===== src/rtl/dp_control_unit_pkg.sv =====
// Shared encodings for the data-processing control unit: ALU operation
// selects, ARM DP opcodes, condition codes, MUL sequencer states and the
// condition-evaluation helper.
package dp_control_unit_pkg;

    typedef enum logic [3:0] {
        ALU_ADD  = 4'b0000,
        ALU_SUB  = 4'b0001,
        ALU_RSB  = 4'b0010,
        ALU_ADC  = 4'b0011,
        ALU_AND  = 4'b0100,
        ALU_ORR  = 4'b0101,
        ALU_EOR  = 4'b0110,
        ALU_BIC  = 4'b0111,
        ALU_MOV  = 4'b1000,
        ALU_MVN  = 4'b1001,
        ALU_SBC  = 4'b1010,
        ALU_RSC  = 4'b1011,
        ALU_MULP = 4'b1100
    } alu_ctrl_e;

    typedef enum logic [3:0] {
        CMD_AND = 4'b0000,
        CMD_EOR = 4'b0001,
        CMD_SUB = 4'b0010,
        CMD_RSB = 4'b0011,
        CMD_ADD = 4'b0100,
        CMD_ADC = 4'b0101,
        CMD_SBC = 4'b0110,
        CMD_RSC = 4'b0111,
        CMD_TST = 4'b1000,
        CMD_TEQ = 4'b1001,
        CMD_CMP = 4'b1010,
        CMD_CMN = 4'b1011,
        CMD_ORR = 4'b1100,
        CMD_MOV = 4'b1101,
        CMD_BIC = 4'b1110,
        CMD_MVN = 4'b1111
    } dp_cmd_e;

    typedef enum logic [3:0] {
        COND_EQ = 4'b0000,
        COND_NE = 4'b0001,
        COND_CS = 4'b0010,
        COND_CC = 4'b0011,
        COND_MI = 4'b0100,
        COND_PL = 4'b0101,
        COND_VS = 4'b0110,
        COND_VC = 4'b0111,
        COND_HI = 4'b1000,
        COND_LS = 4'b1001,
        COND_GE = 4'b1010,
        COND_LT = 4'b1011,
        COND_GT = 4'b1100,
        COND_LE = 4'b1101,
        COND_AL = 4'b1110,
        COND_NV = 4'b1111
    } cond_e;

    typedef enum logic [1:0] {
        ST_IDLE = 2'b00,
        ST_RUN  = 2'b01,
        ST_DONE = 2'b10
    } mul_state_e;

    // FlagW encodings: bit 1 writes N,Z; bit 0 writes C,V
    localparam logic [1:0] FLAGW_NONE = 2'b00;
    localparam logic [1:0] FLAGW_NZ   = 2'b10;
    localparam logic [1:0] FLAGW_ALL  = 2'b11;

    // Flags are ordered {N, Z, C, V}; the never-condition (1111) always fails
    function automatic logic cond_passed(input logic [3:0] cond, input logic [3:0] flags);
        logic n, z, c, v;
        logic result;
        n = flags[3];
        z = flags[2];
        c = flags[1];
        v = flags[0];
        case (cond)
            COND_EQ: result = z;
            COND_NE: result = ~z;
            COND_CS: result = c;
            COND_CC: result = ~c;
            COND_MI: result = n;
            COND_PL: result = ~n;
            COND_VS: result = v;
            COND_VC: result = ~v;
            COND_HI: result = c & ~z;
            COND_LS: result = ~c | z;
            COND_GE: result = (n == v);
            COND_LT: result = (n != v);
            COND_GT: result = ~z & (n == v);
            COND_LE: result = z | (n != v);
            COND_AL: result = 1'b1;
            default: result = 1'b0;
        endcase
        return result;
    endfunction

endpackage


===== src/rtl/dp_control_unit_cond_check.sv =====
// Condition-field evaluator: compares the instruction condition against the
// registered NZCV flags and reports whether the instruction executes.
module dp_control_unit_cond_check
    import dp_control_unit_pkg::*;
(
    input  logic [3:0] cond,
    input  logic [3:0] flags,
    output logic       cond_ex
);

    // Pure table lookup on the current flags
    always_comb begin
        cond_ex = cond_passed(cond, flags);
    end

endmodule


===== src/rtl/dp_control_unit.sv =====
// Data-processing control unit: decodes the 16 ARM DP commands, gates flag
// and register writes on the condition field, holds the NZCV register and
// sequences the iterative multiplier through IDLE -> RUN -> DONE.
module dp_control_unit
    import dp_control_unit_pkg::*;
#(
    parameter int CTRL_W  = 4,
    parameter int MUL_LAT = 32
) (
    input  logic              clk,
    input  logic              reset,
    input  logic              valid_i,
    output logic              ready_o,
    input  logic [3:0]        cond,
    input  logic [4:0]        funct4_0,
    input  logic              ALUOp,
    input  logic              is_mul,
    input  logic [3:0]        alu_flags,
    output logic [CTRL_W-1:0] ALUControl,
    output logic [1:0]        FlagW,
    output logic              NoWrite,
    output logic              CondEx,
    output logic [3:0]        Flags,
    output logic              busy,
    output logic              mul_step,
    output logic              mul_done
);

    localparam int               CNT_W    = (MUL_LAT > 1) ? $clog2(MUL_LAT) : 1;
    localparam logic [CNT_W-1:0] CNT_LAST = CNT_W'(MUL_LAT - 1);

    mul_state_e       state;
    logic [CNT_W-1:0] counter;
    logic             mul_s;
    alu_ctrl_e        alu_ctrl;
    logic [1:0]       flag_w_dec;
    logic             no_write_dec;
    logic [3:0]       cmd;
    logic             s_bit;
    logic             issue;

    assign cmd     = funct4_0[4:1];
    assign s_bit   = funct4_0[0];
    assign ready_o = ~busy;
    assign issue   = valid_i & ready_o & CondEx;

    dp_control_unit_cond_check u_cond_check (
        .cond    (cond),
        .flags   (Flags),
        .cond_ex (CondEx)
    );

    // Raw decode: the MUL sequencer owns the outputs while busy, otherwise the DP command table applies
    always_comb begin
        alu_ctrl     = ALU_ADD;
        flag_w_dec   = FLAGW_NONE;
        no_write_dec = 1'b0;
        if (state == ST_RUN) begin
            alu_ctrl     = ALU_MULP;
            no_write_dec = 1'b1;
        end else if (state == ST_DONE) begin
            alu_ctrl     = ALU_MULP;
            flag_w_dec   = mul_s ? FLAGW_NZ : FLAGW_NONE;
        end else if (is_mul) begin
            alu_ctrl     = ALU_MULP;
            no_write_dec = 1'b1;
        end else if (ALUOp) begin
            case (cmd)
                CMD_AND: begin alu_ctrl = ALU_AND; flag_w_dec = s_bit ? FLAGW_NZ  : FLAGW_NONE; end
                CMD_EOR: begin alu_ctrl = ALU_EOR; flag_w_dec = s_bit ? FLAGW_NZ  : FLAGW_NONE; end
                CMD_SUB: begin alu_ctrl = ALU_SUB; flag_w_dec = s_bit ? FLAGW_ALL : FLAGW_NONE; end
                CMD_RSB: begin alu_ctrl = ALU_RSB; flag_w_dec = s_bit ? FLAGW_ALL : FLAGW_NONE; end
                CMD_ADD: begin alu_ctrl = ALU_ADD; flag_w_dec = s_bit ? FLAGW_ALL : FLAGW_NONE; end
                CMD_ADC: begin alu_ctrl = ALU_ADC; flag_w_dec = s_bit ? FLAGW_ALL : FLAGW_NONE; end
                CMD_SBC: begin alu_ctrl = ALU_SBC; flag_w_dec = s_bit ? FLAGW_ALL : FLAGW_NONE; end
                CMD_RSC: begin alu_ctrl = ALU_RSC; flag_w_dec = s_bit ? FLAGW_ALL : FLAGW_NONE; end
                CMD_TST: begin alu_ctrl = ALU_AND; flag_w_dec = FLAGW_NZ;  no_write_dec = 1'b1; end
                CMD_TEQ: begin alu_ctrl = ALU_EOR; flag_w_dec = FLAGW_NZ;  no_write_dec = 1'b1; end
                CMD_CMP: begin alu_ctrl = ALU_SUB; flag_w_dec = FLAGW_ALL; no_write_dec = 1'b1; end
                CMD_CMN: begin alu_ctrl = ALU_ADD; flag_w_dec = FLAGW_ALL; no_write_dec = 1'b1; end
                CMD_ORR: begin alu_ctrl = ALU_ORR; flag_w_dec = s_bit ? FLAGW_NZ  : FLAGW_NONE; end
                CMD_MOV: begin alu_ctrl = ALU_MOV; flag_w_dec = s_bit ? FLAGW_NZ  : FLAGW_NONE; end
                CMD_BIC: begin alu_ctrl = ALU_BIC; flag_w_dec = s_bit ? FLAGW_NZ  : FLAGW_NONE; end
                CMD_MVN: begin alu_ctrl = ALU_MVN; flag_w_dec = s_bit ? FLAGW_NZ  : FLAGW_NONE; end
                default: begin alu_ctrl = ALU_ADD; flag_w_dec = FLAGW_NONE; end
            endcase
        end
    end

    // A failed condition in IDLE turns the instruction into a no-op; a running MUL already passed its check
    always_comb begin
        ALUControl = CTRL_W'(alu_ctrl);
        FlagW      = flag_w_dec;
        NoWrite    = no_write_dec;
        if ((state == ST_IDLE) && !CondEx) begin
            FlagW   = FLAGW_NONE;
            NoWrite = 1'b1;
        end
    end

    // NZCV register: DP instructions update on issue, a flag-setting MUL updates only N,Z at writeback
    always_ff @(posedge clk or posedge reset) begin
        if (reset) begin
            Flags <= 4'b0000;
        end else if (state == ST_DONE) begin
            if (mul_s) begin
                Flags[3:2] <= alu_flags[3:2];
            end
        end else if (issue && !is_mul) begin
            if (FlagW[1]) begin
                Flags[3:2] <= alu_flags[3:2];
            end
            if (FlagW[0]) begin
                Flags[1:0] <= alu_flags[1:0];
            end
        end
    end

    // MUL sequencer with registered busy/step/done so downstream sees glitch-free controls
    always_ff @(posedge clk or posedge reset) begin
        if (reset) begin
            state    <= ST_IDLE;
            counter  <= '0;
            mul_s    <= 1'b0;
            busy     <= 1'b0;
            mul_step <= 1'b0;
            mul_done <= 1'b0;
        end else begin
            case (state)
                ST_IDLE: begin
                    if (issue && is_mul) begin
                        state    <= ST_RUN;
                        counter  <= '0;
                        mul_s    <= s_bit;
                        busy     <= 1'b1;
                        mul_step <= 1'b1;
                    end
                end
                ST_RUN: begin
                    if (counter == CNT_LAST) begin
                        state    <= ST_DONE;
                        mul_step <= 1'b0;
                        mul_done <= 1'b1;
                    end else begin
                        counter <= counter + CNT_W'(1);
                    end
                end
                ST_DONE: begin
                    state    <= ST_IDLE;
                    busy     <= 1'b0;
                    mul_done <= 1'b0;
                end
                default: begin
                    state    <= ST_IDLE;
                    busy     <= 1'b0;
                    mul_step <= 1'b0;
                    mul_done <= 1'b0;
                end
            endcase
        end
    end

endmodule


===== config.mk =====
export PLATFORM = sky130hd
export DESIGN_NAME = dp_control_unit
export DESIGN_NICKNAME = d
export VERILOG_FILES = /design/src/rtl/dp_control_unit_pkg.sv /design/src/rtl/dp_control_unit_cond_check.sv /design/src/rtl/dp_control_unit.sv
export SDC_FILE = /design/constraint.sdc
export NUM_CORES = 1
export LEC_CHECK = 0
export ABC_AREA = 1
export CAP_MARGIN = 20
export CORE_ASPECT_RATIO = 0.75
export CORE_MARGIN = 4
export CORE_UTILIZATION = 44
export CTS_BUF_LIST = sky130_fd_sc_hd__clkbuf_8
export CTS_CLUSTER_SIZE = 14
export DETAILED_ROUTE_END_ITERATION = 8
export PLACE_DENSITY = 0.89
export RECOVER_POWER = 50
export SYNTH_ARGS = -nofsm -noshare
export SYNTH_HDL_FRONTEND = slang
export SYNTH_SLANG_ARGS = --single-unit

===== constraint.sdc =====
create_clock -name clk -period 1.7 [get_ports clk]
set_input_delay 0.255 -clock clk [delete_from_list [all_inputs] [get_ports clk]]
set_output_delay 0.255 -clock clk [all_outputs]
set_load 0.02 [all_outputs]

==> results.toml <==
[logic_synthesis]
syn_area_sq_um = 1140
synthCells = 170
ys_warn_count = 0
syn_avg_cell_area_sq_um = 6.70
netlist_top_cells_area = "dfrtp_1 33%, nand2_1 16%, nor2_1 8.6%, nand3_1 7.0%, inv_1 6.9%"
async_reset_ff_share_pct = 100
synth_ff_type = "dfrtp_1"
synth_cell_types = 28
synth_fp_nets = 190
ys_seq_elements = 15
synth_top_cell_by_area = "dfrtp_1"
yosysTopAreaCellShare_pct = 33.0
seq_area_frac_synth_pct = 33.0
synth.most_common_cell = "nand2_1"
synth_commonest_cells = "49 x nand2_1, 26 x nor2_1, 21 x inv_1, 16 x nand3_1, 15 x dfrtp_1"
synth_edf_count = 0

[place]
port_buffers = 33
place.gp.congestion = 0.855
place_ws_ps = -796
post-dp-hpwl_um = 2630

[routing]
routed_wl_um = 4730
via_per_inst = 5.36
first_pass_iters = 4
antenna_left = 0
vias = 1553
remaining_drc_errors = 0
wl_per_cell_um = 16.3
drtIter0Drc = 201

[job]
drv_cap = 0

[global_routing]
busiest_layer = "met2"
antenna_found_initial = 0
grt_pass1_wl_um = 6780
grt_use_total_pct = 26.3
use_met1_pct = 30.2
first_global_vias = 1521
grt_max_degree = 16
met3_usage_pct = 3.89
met2_usage_pct = 45.4
grt_overflow = 0

[pwr]
p_clk_share_pct = 12.9
vdd_drop_max_v = 0.000726
switchingPower_mw = 0.925
pwr_density_cell_nw_per_um2 = 1060
p_total_mw = 2.21
intPower_mw = 1.29
power.leakage_nw = 1.09
netSwitchingFraction_pct = 41.8
p_seq_share_pct = 27.4
combPwrFrac_pct = 59.7

[outcome]
status = "complete, but fails checks"
violations = "setup timing"

[worst_setup_path]
reg2regPathDepth = 15
cp_max_fo = 5
end_kind = "output pin"
r2r_end = "Flags[0]$_DFFE_PP0P_"
crit_required_ps = 1440
worstSetupPathType = "input port to output pin"
r2r_slack_ps = -200
crit_arrival_ps = 1660
reg2reg_from = "Flags[0]$_DFFE_PP0P_"
cp-startpoint = "cond[3]"
worstSetupStartpointType = "input port"
crit_end = "FlagW[1]"

[sta]
hold_slack_ps = 490
period_needed_ps = 1910
fmax_ghz = 0.523
tightestPinTransition_ps = 552
relSlewSlack_pct = 63.1
rsz0062_at_grt = "yes"
fin_skew_ps = 0.777
worst_slack_ps = -211
setup_violations = 20
maxSlewViolCount = 0
min_period_over_period_pct = 112
hold_violations = 0

[floorplanning]
chipHeight_um = 52.1
start_util_pct = 47.8
die_area_sq_um = 3470
fp-row-count = 15
pin_count = 34
coreArea_sq_um = 2380
die_w_um = 66.7

[clock_tree]
clk_pin_slew_ps = 60
htreeDepth = 1
root_buffer = "clkbuf_8"
clock-sinks = 15
clk_path_buf_depth = 2
insertion_delay_ps = 250
cts_tree = "yes"
cts_buffers = 3

[finish]
nets = 277
area_growth_pct = 83.0
diodes = 0
drive_above_1_share_pct = 42.2
register_area_sq_um = 379
multi_input_area_sq_um = 806
fill_cells = 103

[min_path]
min_path_type = "input port to asynchronous set/reset pin"
==> cells in the final DEF, fill, tap and decap left out, drive strengths merged, types with 2 or more instances in the layout <==
master         instances
clkbuf                 3
xnor2                  2
nand2                 58
clkdlybuf4s50         15
buf                   54
nor2                  27
nor3                   3
nand4                  5
clkdlybuf4s15          2
nand3                 18
dfrtp                 15
ha                     2
dlygate4sd2            8
inv                   27
o21ai                  5
a21oi                  2
==> critical path, stage by stage <==
cell	delay, ps
dlygate4sd2_1	340
nand2_1	150
a21oi_2	180
nand2_2	90
nand2_2	70
nand2_2	70
nor2_4	140
nand3_4	110
nand2_2	90
inv_2	40
buf_6	120
==> sequential cells by signal, indices dropped and copies added, names as in the netlist <==
signal and flops:
Flags 4, mul_done 1, busy 1, mul_s 1, state 2, counter 5
mul_step 1
==> worst min path at each step <==
stage	start	endpoint	slack, ps	depth (start not counted)
after global routing	reset	counter[2]$_DFFE_PP0P_	520	2
after global placement	mul_step$_DFFE_PP0P_	mul_step$_DFFE_PP0P_	470	2
after detailed placement	mul_step$_DFFE_PP0P_	mul_step$_DFFE_PP0P_	480	2
after CTS	reset	busy$_DFFE_PP0P_	360	2
final	reset	state[1]$_DFFE_PP0P_	490	2
after floorplan	reset	Flags[0]$_DFFE_PP0P_	160	1
==> power groups by stage <==
stage / registers [mW] / clock network [mW] / logic (mW)
CTS: 0.597 / 0.292 / 1.15
finish: 0.606 / 0.285 / 1.32
detailed placement: 0.601 / 0 / 1.05
global route: 0.623 / 0.312 / 1.42
floorplan: 0.640 / 0 / 0.480
global placement: 0.589 / 0 / 1.02
==> timing repair <==
item,CTS,global route
hold endpoints to repair,0,0
pin swaps,12,8
resized for setup,76,15
buffers inserted,6,7
hold buffers,0,0
gates cloned,1,0
setup endpoints to repair,22,21
==> cells by family after synthesis <==
| group | count (synthesis) | synth area share, % |
|---|---|---|
| AND/OR/NAND/NOR | 114 | 48.7 |
| buffers and inverters | 27 | 8.90 |
| flip-flops | 15 | 33.0 |
| AO/OA/AOI/OAI | 10 | 5.71 |
| XOR/XNOR | 2 | 1.54 |
| adder cells (fa/ha/maj) | 2 | 2.20 |
==> routing by layer <==
| layer | wire [um] | vias to the layer above | part of all wire, % |
|---|---|---|---|
| li1 | - | 722 | - |
| met1 | 1810 | 718 | 38 |
| met2 | 2370 | 92 | 50 |
| met3 | 353 | 21 | 7.5 |
| met4 | 197 | 0 | 4.2 |
| met5 | 0 | - | 0 |
==> per-stage QoR <==
step,setup TNS (ps),instances,area [sq um],utilization (%)
6_report,-2530,290,2080,87.4
5_1_grt,-4800,290,2080,87.4
4_1_cts,-424,283,1970,82.8
3_5_place_dp,-9330,272,1770,74.4
3_3_place_gp,-8650,272,1770,74.4
2_1_floorplan,0,170,1140,-
==> area by class of cell <==
class	instances	share of cell area, %
clock buffer	3	1.98
clock inverter	1	0.240
inverter	27	4.86
multi-input combinational	129	38.7
sequential	15	18.2
tap	34	2.04
timing repair buffer	81	34.0
No activity file was read; power rests on OpenSTA's default activity.
